<file path="src/rtl/fp16_pkg.sv">
// Shared fp16 constants and the accumulator state type for the dot-product accumulator.
package fp16_pkg;

  localparam int EXP_W    = 5;
  localparam int MAN_W    = 10;
  localparam int EXP_BIAS = 15;

  localparam logic [EXP_W-1:0] EXP_INF = EXP_W'(2 * EXP_BIAS + 1);

  localparam logic [15:0] FP16_QNAN = 16'h7e00;
  localparam logic [15:0] FP16_PINF = 16'h7c00;
  localparam logic [15:0] FP16_MAXF = 16'h7bff;

  typedef enum logic {
    ACC_EMPTY = 1'b0,
    ACC_ACCUM = 1'b1
  } acc_state_t;

endpackage

</file>
<file path="src/rtl/fp16_adder.sv">
// Combinational IEEE binary16 adder, round-to-nearest-even with subnormal support.
// Defining FP16_ACC_SAT_EN makes finite overflow saturate to +/-max finite instead of +/-inf.
module fp16_adder
  import fp16_pkg::*;
(
  input  logic [15:0] a,
  input  logic [15:0] b,
  output logic [15:0] sum
);

  logic             a_nan, b_nan, a_inf, b_inf, swap, found, rnd;
  logic [15:0]      x, y, packed_r;
  logic [EXP_W-1:0] ex, ey, d;
  logic [MAN_W:0]   sig_x, sig_y;
  logic [47:0]      y_wide;
  logic [13:0]      x_al, y_al, n;
  logic [14:0]      r;
  logic [5:0]       e, e_n, exp_f;
  logic [3:0]       lz;

  always_comb begin
    a_nan = (a[14:10] == EXP_INF) && (a[MAN_W-1:0] != '0);
    b_nan = (b[14:10] == EXP_INF) && (b[MAN_W-1:0] != '0);
    a_inf = (a[14:10] == EXP_INF) && (a[MAN_W-1:0] == '0);
    b_inf = (b[14:10] == EXP_INF) && (b[MAN_W-1:0] == '0);

    // x always carries the larger magnitude so the subtraction below is non-negative
    swap  = b[14:0] > a[14:0];
    x     = swap ? b : a;
    y     = swap ? a : b;
    ex    = (x[14:10] == '0) ? EXP_W'(1) : x[14:10];
    ey    = (y[14:10] == '0) ? EXP_W'(1) : y[14:10];
    sig_x = {x[14:10] != '0, x[MAN_W-1:0]};
    sig_y = {y[14:10] != '0, y[MAN_W-1:0]};
    d     = ex - ey;

    // three guard bits (G, R, sticky); everything shifted past them folds into sticky
    y_wide = {sig_y, 37'd0} >> d;
    y_al   = {y_wide[47:35], y_wide[34] | (|y_wide[33:0])};
    x_al   = {sig_x, 3'b000};
    r      = (x[15] == y[15]) ? ({1'b0, x_al} + {1'b0, y_al})
                              : ({1'b0, x_al} - {1'b0, y_al});
    e      = {1'b0, ex};

    lz    = 4'd0;
    found = 1'b0;
    for (int i = 13; i >= 0; i--) begin
      if (!found && r[i]) begin
        lz    = 4'(13 - i);
        found = 1'b1;
      end
    end

    if (r[14]) begin
      n   = {r[14:2], r[1] | r[0]};
      e_n = e + 6'd1;
    end else if (e > {2'b00, lz}) begin
      n   = r[13:0] << lz;
      e_n = e - {2'b00, lz};
    end else begin
      // result falls into the subnormal range: stop normalising at exponent 1
      n   = r[13:0] << (e - 6'd1);
      e_n = 6'd0;
    end

    exp_f    = n[13] ? e_n : 6'd0;
    rnd      = n[2] & (n[1] | n[0] | n[3]);
    packed_r = {exp_f, n[12:3]} + {15'd0, rnd};

    if (a_nan || b_nan || (a_inf && b_inf && (a[15] != b[15]))) begin
      sum = FP16_QNAN;
    end else if (a_inf) begin
      sum = a;
    end else if (b_inf) begin
      sum = b;
    end else if (r == '0) begin
      sum = {a[15] & b[15], 15'd0};
    end else if (packed_r > {1'b0, FP16_MAXF[14:0]}) begin
`ifdef FP16_ACC_SAT_EN
      sum = {x[15], FP16_MAXF[14:0]};
`else
      sum = {x[15], FP16_PINF[14:0]};
`endif
    end else begin
      sum = {x[15], packed_r[14:0]};
    end
  end

endmodule

</file>
<file path="src/rtl/fp16_dot_accumulator.sv">
// Accumulates groups of fp16 multiplier products into one sum per group and queues the sums.
// Overflow behaviour of the adder follows FP16_ACC_SAT_EN (see fp16_adder).
module fp16_dot_accumulator
  import fp16_pkg::*;
#(
  parameter int MUL_LAT   = 8,
  parameter int OUT_DEPTH = 2,
  parameter int CNT_W     = 8
) (
  input  logic             clk,
  input  logic             rst,
  input  logic             op_valid,
  input  logic             op_last,
  input  logic [15:0]      prod,
  output logic             out_valid,
  input  logic             out_ready,
  output logic [15:0]      out_sum,
  output logic [CNT_W-1:0] out_count,
  output logic             err_ovf
);

  localparam int AW = $clog2(OUT_DEPTH);

  logic [MUL_LAT-1:0] dv_q, dl_q;
  logic               p_valid, p_last, push, pop, full;
  acc_state_t         state;
  logic [15:0]        acc, add_sum, nxt_sum;
  logic [CNT_W-1:0]   cnt, nxt_cnt;
  logic [15:0]        fifo_sum [OUT_DEPTH];
  logic [CNT_W-1:0]   fifo_cnt [OUT_DEPTH];
  logic [AW:0]        wr_ptr, rd_ptr;

  fp16_adder u_adder (
    .a   (acc),
    .b   (prod),
    .sum (add_sum)
  );

  assign p_valid = dv_q[MUL_LAT-1];
  assign p_last  = dl_q[MUL_LAT-1];

  always_comb begin
    nxt_sum   = (state == ACC_EMPTY) ? prod : add_sum;
    nxt_cnt   = (state == ACC_EMPTY) ? CNT_W'(1) : ((&cnt) ? cnt : cnt + 1'b1);
    push      = p_valid & p_last;
    out_valid = (wr_ptr != rd_ptr);
    pop       = out_valid & out_ready;
    full      = (wr_ptr[AW] != rd_ptr[AW]) && (wr_ptr[AW-1:0] == rd_ptr[AW-1:0]);
    out_sum   = fifo_sum[rd_ptr[AW-1:0]];
    out_count = fifo_cnt[rd_ptr[AW-1:0]];
  end

  always_ff @(posedge clk or posedge rst) begin
    if (rst) begin
      dv_q <= '0;
      dl_q <= '0;
    end else begin
      dv_q <= {dv_q[MUL_LAT-2:0], op_valid};
      dl_q <= {dl_q[MUL_LAT-2:0], op_valid & op_last};
    end
  end

  always_ff @(posedge clk or posedge rst) begin
    if (rst) begin
      state <= ACC_EMPTY;
      acc   <= '0;
      cnt   <= '0;
    end else if (p_valid) begin
      if (p_last) begin
        state <= ACC_EMPTY;
      end else begin
        state <= ACC_ACCUM;
        acc   <= nxt_sum;
        cnt   <= nxt_cnt;
      end
    end
  end

  // a pop in the same cycle frees the slot the full-FIFO push lands in
  always_ff @(posedge clk or posedge rst) begin
    if (rst) begin
      wr_ptr  <= '0;
      rd_ptr  <= '0;
      err_ovf <= 1'b0;
      for (int i = 0; i < OUT_DEPTH; i++) begin
        fifo_sum[i] <= '0;
        fifo_cnt[i] <= '0;
      end
    end else begin
      if (push && (!full || pop)) begin
        fifo_sum[wr_ptr[AW-1:0]] <= nxt_sum;
        fifo_cnt[wr_ptr[AW-1:0]] <= nxt_cnt;
        wr_ptr                   <= wr_ptr + 1'b1;
      end else if (push) begin
        err_ovf <= 1'b1;
      end
      if (pop) begin
        rd_ptr <= rd_ptr + 1'b1;
      end
    end
  end

endmodule

</file>
<file path="config.mk">
export PLATFORM = sky130hd
export DESIGN_NAME = fp16_dot_accumulator
export DESIGN_NICKNAME = d
export VERILOG_FILES = /design/src/rtl/fp16_pkg.sv /design/src/rtl/fp16_adder.sv /design/src/rtl/fp16_dot_accumulator.sv
export SDC_FILE = /design/constraint.sdc
export NUM_CORES = 1
export LEC_CHECK = 0
export CORE_ASPECT_RATIO = 0.9
export CORE_MARGIN = 4
export CORE_UTILIZATION = 57
export DETAILED_ROUTE_END_ITERATION = 8
export HOLD_SLACK_MARGIN = 0.02
export PLACE_DENSITY = 0.79
export SLEW_MARGIN = 30
export SYNTH_ARGS = -nofsm -noshare
export SYNTH_HDL_FRONTEND = slang
export SYNTH_SLANG_ARGS = --single-unit
</file>
<file path="constraint.sdc">
create_clock -name clk -period 11.93 [get_ports clk]
set_clock_uncertainty 0.2 [all_clocks]
set_input_delay 1.7895 -clock clk [delete_from_list [all_inputs] [get_ports clk]]
set_output_delay 1.7895 -clock clk [all_outputs]
set_load 0.02 [all_outputs]
</file>
==> impl_metrics.json, run 1 <==
{
  "worstEndpointGrtRepair": "fifo_sum[24]$_DFFE_PP0P_/D",
  "ys_seq_area_share_pct": 23.5,
  "groute.usage.overall_pct": 76.3,
  "htreeDepth": 3,
  "cts_buffers": 9,
  "worst_path_end_type": "register data pin",
  "tool.error": "[ERROR GRT-0232] Routing congestion too high. Check the congestion heatmap in the GUI.",
  "synth_warnings": 0,
  "synth_edf_count": 0,
  "ys_ff_latch": 94,
  "synth_cell_types": 93,
  "gp_congestion": 1.06,
  "overflow": 74,
  "grt_max_degree": 72,
  "clock_sinks": 94,
  "dieWidth_um": 148,
  "port_buffers": 46,
  "synthFlopType": "dfrtp_1",
  "row_count": 45,
  "async_reset_ff_share_pct": 100,
  "start_util_pct": 58.7,
  "synth_largest_area_cell": "dfrtp_1",
  "synth.avg_cell_area_um2": 7.87,
  "stop_stage": "5_1_grt",
  "synth_common_cells": "148 x nand2_1, 100 x nor2_1, 98 x o21ai_0, 94 x dfrtp_1, 68 x a21oi_1",
  "status": "did not finish",
  "place.detailed.hpwl_mm": 29.7,
  "synthCells": 1272,
  "ioPinCount": 47,
  "synth_top_area_share_pct": 23.5,
  "synthesis.area_um2": 10000,
  "place_ws_ns": -2.34,
  "yosysMostFrequentCell": "nand2_1",
  "clk_root_buffer_cell": "clkbuf_16",
  "synthTopCellsByArea": "dfrtp_1 24%, ha_1 6.4%, nand2_1 5.6%",
  "clock_path_buffers": 2,
  "synth_nets": 1347,
  "die_y_um": 134
}
stage by stage:
step | TNS [ns] | hold slack [ns] | std cells | area, µm² | util (%)
detailed placement | -102.31 | 0.135 | 1848 | 13600 | 79.7
floorplan | -43.02 | 0.131 | 1272 | 10500 | -
global placement | -84.47 | 0.132 | 1848 | 13600 | 79.6
CTS | -44.61 | 0.148 | 1923 | 14900 | 87.1
what timing repair did:
| action | in CTS |
|---|---|
| endpoints found under the setup margin | 45 |
| buffers inserted | 58 |
| pin swaps | 52 |
| cloned | 2 |
| resized for setup | 189 |
| hold buffers | 0 |
routing by layer:
layer	global-route usage, %	overflow
met5	36.5	0
met4	76.4	41
met3	65.9	1
met2	89.7	31
met1	75.0	1
cell families after synthesis:
logic type	count (synthesis)	synth area share [%]
buf+inv	126	5.69
mux	84	9.91
xor+xnor	44	3.85
fa+ha+maj	54	6.98
compound gates	402	27.1
flops	94	23.5
simple gates	468	22.9
==> run 2, diff against run 1 <==
--- a/config.mk
+++ b/config.mk
@@ -5,12 +5,10 @@
 export SDC_FILE = /design/constraint.sdc
 export NUM_CORES = 1
 export LEC_CHECK = 0
-export CORE_ASPECT_RATIO = 0.9
 export CORE_MARGIN = 4
-export CORE_UTILIZATION = 57
+export CORE_UTILIZATION = 40
 export DETAILED_ROUTE_END_ITERATION = 8
-export HOLD_SLACK_MARGIN = 0.02
-export PLACE_DENSITY = 0.79
+export PLACE_DENSITY_LB_ADDON = 0.15
 export SLEW_MARGIN = 30
 export SYNTH_ARGS = -nofsm -noshare
 export SYNTH_HDL_FRONTEND = slang
==> constraint.sdc (replaced) <==
create_clock -name clk -period 15.5 [get_ports clk]
set_clock_uncertainty 0.2 [all_clocks]
set_input_delay 2.325 -clock clk [delete_from_list [all_inputs] [get_ports clk]]
set_output_delay 2.325 -clock clk [all_outputs]
set_load 0.02 [all_outputs]
==> run 2 against run 1 <==
Effect of this change:
- the run now ends clean
- synthesized area unchanged
- synthesized cell count unchanged
==> impl_metrics.json, run 2 <==
{
  "largest_register_ffs": 32,
  "min_to": "dl_q[3]",
  "setup_ws_ns": 0.760,
  "crit_path_top_delay_cell": "or4b_4",
  "synthesis.area_um2": 10000,
  "first_pass_iters": 5,
  "layout_common_cells": "146 x nand2_1, 105 x buf_4, 100 x nor2_1",
  "crit_fanout": 10,
  "overflow": 0,
  "avgViaCountPerCell": 6.19,
  "grt_max_degree": 60,
  "gp_congestion": 1.04,
  "synthCells": 1272,
  "fin_hold_ws_ns": 0.144,
  "clock_path_buffers": 2,
  "synth_largest_area_cell": "dfrtp_1",
  "grt_pass1_wl_mm": 57.0,
  "status": "finished clean",
  "place_ws_ns": -0.263,
  "die_y_um": 166,
  "final_util_pct": 48.4,
  "port_buffers": 46,
  "cts_buffers": 9,
  "antenna_cells": 0,
  "drv_cap": 0,
  "rsz0062_at_grt": "false",
  "r2r-start": "acc[5]",
  "synth_cell_types": 93,
  "start_util_pct": 40.9,
  "post-route-min-period_ns": 14.74,
  "htreeDepth": 3,
  "top_regs": "fifo_sum x32, acc x16, fifo_cnt x16",
  "place.detailed.hpwl_mm": 27.7,
  "drv_slew": 0,
  "ioPinCount": 47,
  "required_ns": 15.53,
  "synth_top_area_share_pct": 23.5,
  "r2r_setup_slack_ns": 2.61,
  "cts.clk_slew.worst_paths_ns": 0.07,
  "dieWidth_um": 166,
  "hold_buffers": 0,
  "synthFlopType": "dfrtp_1",
  "wl_per_cell_um": 21.0,
  "synth.avg_cell_area_um2": 7.87,
  "whs_path_depth": 0,
  "cts_tree": "yes",
  "ys_ff_latch": 94,
  "setup_viol": 0,
  "postRouteWirelength_mm": 35.7,
  "core_area_um2": 24500,
  "clk-insertion-delay-late_ns": 0.35,
  "async_reset_ff_share_pct": 100,
  "crit_arrival_ns": 14.77,
  "tns_ns": 0,
  "drtIter0Drc": 1332,
  "r2r_cells": 60,
  "final_common_cell": "nand2_1",
  "worst_setup_path_start_kind": "input port",
  "cp-end-kind": "register",
  "groute.usage.overall_pct": 25.1,
  "area_delta_synth_final_pct": 18.3,
  "yosysMostFrequentCell": "nand2_1",
  "cpMostUsedCell": "nor2_1",
  "synth_edf_count": 0,
  "slew-limit-headroom_pct": 34.9,
  "clock_sinks": 94,
  "reg2reg_to": "acc[4]",
  "clk_root_buffer_cell": "clkbuf_16",
  "fin_crit_sh_pct": 95.1,
  "drive_above_1_share_pct": 17.5,
  "drc": 0,
  "max_slew.worst_pin.slew_ns": 0.976,
  "ys_seq_area_share_pct": 23.5,
  "die_area_um2": 27600,
  "largest_register": "fifo_sum",
  "row_count": 57,
  "synth_warnings": 0,
  "drt.antenna.violating_nets": 0,
  "synth_nets": 1347,
  "synthTopCellsByArea": "dfrtp_1 24%, ha_1 6.4%, nand2_1 5.6%",
  "hold_violations": 0,
  "worstSetupPathType": "in -> reg",
  "critPathMaxStageDelay_ns": 0.58,
  "final_net_count": 1443,
  "antenna_found_initial": 0,
  "vias": 10500,
  "synth_common_cells": "148 x nand2_1, 100 x nor2_1, 98 x o21ai_0, 94 x dfrtp_1, 68 x a21oi_1",
  "hp-class": "reg -> reg",
  "grt_pass1_vias": 10100,
  "fmaxAchievable_ghz": 0.0678,
  "hp-start": "dl_q[2]"
}
==> run 2: cell counts after synthesis <==
Identical to the previous run, type by type.
==> run 2: critical path: cells and delay by family <==
| family | cells | cell delay, ns |
|---|---|---|
| xor gates and xnor gates | 1 | 0.16 |
| buffers and inverters | 9 | 1.59 |
| AOI/OAI and AO/OA | 26 | 5.27 |
| and+or+nand+nor | 18 | 3.64 |
| adders and majority gates | 6 | 1.78 |
==> run 2: cells by family (layout without fill, tap and decap cells) <==
logic type      after synthesis  in the layout  share of synthesized area, %
mux                          84             84                          9.91
fa+ha+maj                    54             54                          6.98
compound gates              402            402                          27.1
xor+xnor                     44             44                          3.85
buf+inv                     126            227                          5.69
flops                        94             94                          23.5
simple gates                468            468                          22.9
==> run 2: stage by stage <==
stage / area [µm²] / cells
6_report: 11800 / 1697
5_1_grt: 11800 / 1697
4_1_cts: 11600 / 1692
3_5_place_dp: 11300 / 1676
3_3_place_gp: 11300 / 1676
2_1_floorplan: 10000 / 1272
==> run 2: worst max path at each step <==
| stage | startpoint | end | slack, ns | cells past startpoint |
|---|---|---|---|---|
| 2_1_floorplan | prod[14] | fifo_sum[3] | 0.99 | 60 |
| 3_3_place_gp | prod[4] | acc[6] | -0.19 | 57 |
| 3_5_place_dp | prod[6] | acc[4] | -0.26 | 56 |
| 4_1_cts | prod[6] | fifo_sum[28] | 0.15 | 56 |
| 5_1_grt | prod[11] | acc[3] | 0.01 | 62 |
| 6_report | prod[5] | acc[4] | 0.76 | 60 |
==> run 2: final cells by class <==
type                    count  area, µm²
fillers                  2417      12600
clock inverters             6       60.1
inverters                  57        220
clock buffers              10        239
repair buffers            154       1290
flip-flops and latches     94       2350
well taps                 324        405
multi-input cells        1052       7270
==> run 2: timing repair <==
action                                  4_1_cts  5_1_grt
buffers inserted                              0        5
gates cloned                                  0        0
resized for setup                             1       35
endpoints found under the setup margin        1       45
endpoints found under the hold margin         0        0
pin swaps                                     0        7
==> run 2: layer usage <==
layer | vias to the layer above | track usage (%) | share of wire, %
li1 | 4918 | - | -
met1 | 4996 | 35.7 | 44
met2 | 507 | 39.2 | 44
met3 | 90 | 3.31 | 7.5
met4 | 0 | 9.11 | 3.9
met5 | - | 0 | 0
Power of run 2 is not shown: default switching activity piles up to over one toggle a cycle in this logic, so the estimate is an artifact.
==> RTL edit, RTL diff (settings of run 2) <==
The option `FP16_ACC_SAT_EN` is turned on by a define.
--- a/src/rtl/fp16_adder.sv
+++ b/src/rtl/fp16_adder.sv
@@ -2,2 +2,4 @@
 // Defining FP16_ACC_SAT_EN makes finite overflow saturate to +/-max finite instead of +/-inf.
+`define FP16_ACC_SAT_EN
+
 module fp16_adder
Formal check against the unedited RTL: no difference found for any inputs over 10 cycles, from zero or initial values and one cycle with rst high; that may be too few to reach the edited logic, so the function may still have changed.
==> RTL edit against run 2 <==
  * Global-route usage is 1.3 points lower
  * Wire length shrank 5.5%
  * Cell area grew 1.3%
  * Setup slack got worse by 91 ps
  * Area after synthesis shrank 0.56%
  * Sequential cell count stayed put
  * Largest cell class unchanged
Power is left out: the tool's default activity adds up to more than one toggle a clock period on the data nets, which glitch-free logic cannot reach.
==> RTL edit: results <==
{
  "status": "completed",
  "grt_pass1_vias": 9800,
  "dp_hpwl_mm": 26.7,
  "gp_congestion": 0.952,
  "clk_share_pct": 2.34,
  "met2_length_mm": 15.1,
  "grt_usage_pct": 23.8,
  "synthAdderAreaFrac_pct": 7.02,
  "syn2layout_area_growth_pct": 20.5,
  "use_met1_pct": 33.6,
  "stdcell_count": 1725,
  "detail_route.iter0.violations": 1175,
  "max_stage_delay_ps": 640,
  "tightest_slew_ps": 954,
  "inv_count": 64,
  "grt_pass1_wl_mm": 54.3,
  "first_pass_iters": 7,
  "dr_wl_met3_mm": 2.08,
  "clock_buffers": 9,
  "syn_inst": 1277,
  "worstPathMaxFanout": 9,
  "wl_mm": 33.7,
  "yosys.area_share.xor_xnor_pct": 3.87,
  "ys_top_cells_by_area": "dfrtp_1 (24%), ha_1 (6.4%), nand2_1 (5.9%), o21ai_0 (5.0%), nor2_1 (4.6%)",
  "ys_top_cells_by_count": "nand2_1 (156), nor2_1 (121), o21ai_0 (100)",
  "multi_input_area_share_pct": 60.8,
  "placedInstanceArea_um2": 11400,
  "drive_above_1_share_pct": 19.6,
  "dr_total_vias": 10200,
  "worstPathArrival_ps": 14890,
  "nonClkBufAreaFrac_pct": 11.8,
  "reg_top3": "fifo_sum x32, acc x16, fifo_cnt x16",
  "met2_usage_pct": 37.9,
  "synth_nets": 1352,
  "synth_compound_area_share_pct": 28.3,
  "multi_input_comb_cells": 1055,
  "grt_max_degree": 81,
  "n_all_buffers": 172,
  "use_met3_pct": 3.21,
  "synth_cell_type_count": 101,
  "synthMuxAreaShare_pct": 8.31,
  "n_fill_cell": 2442,
  "place_ws_ps": -353,
  "synth_area_um2": 9950,
  "worst_path_max_delay_cell": "mux4_2",
  "synth.yosys.seq_area_share_pct": 23.6,
  "nNetsFinal": 1471,
  "met1_length_mm": 15.4
}
## RTL edit: cell types whose count changed in the layout (fill, tap and decap cells not counted), sizes merged, moves of 9 or more
| cell | run 2 | this run |
|---|---|---|
| a31oi | 17 | 44 |
| buf | 108 | 126 |
| nand2 | 149 | 158 |
| nor2 | 102 | 123 |
| nor3 | 41 | 29 |
| o31ai | 32 | 13 |
## RTL edit: path summary, 6_finish.rpt
path / start / endpoint / slack (ps) / cells past startpoint
setup / recovery: prod[6] / fifo_sum[10] / 670 / 62
hold / removal: dv_q[1] / dv_q[2] / 150 / 0
setup reg to reg: acc[10] / fifo_sum[10] / 2540 / 62
hold reg to reg: dv_q[1] / dv_q[2] / 150 / 0
max in group asynchronous: rst / cnt[1] / 12100 / 3
min in group asynchronous: rst / fifo_sum[21] / 2040 / 2
## RTL edit: what timing repair did
item	in CTS	in global routing
resized for setup	1	42
setup endpoints to repair	15	45
endpoints found under the hold margin	0	0
buffers inserted	0	10
pin swaps	0	10
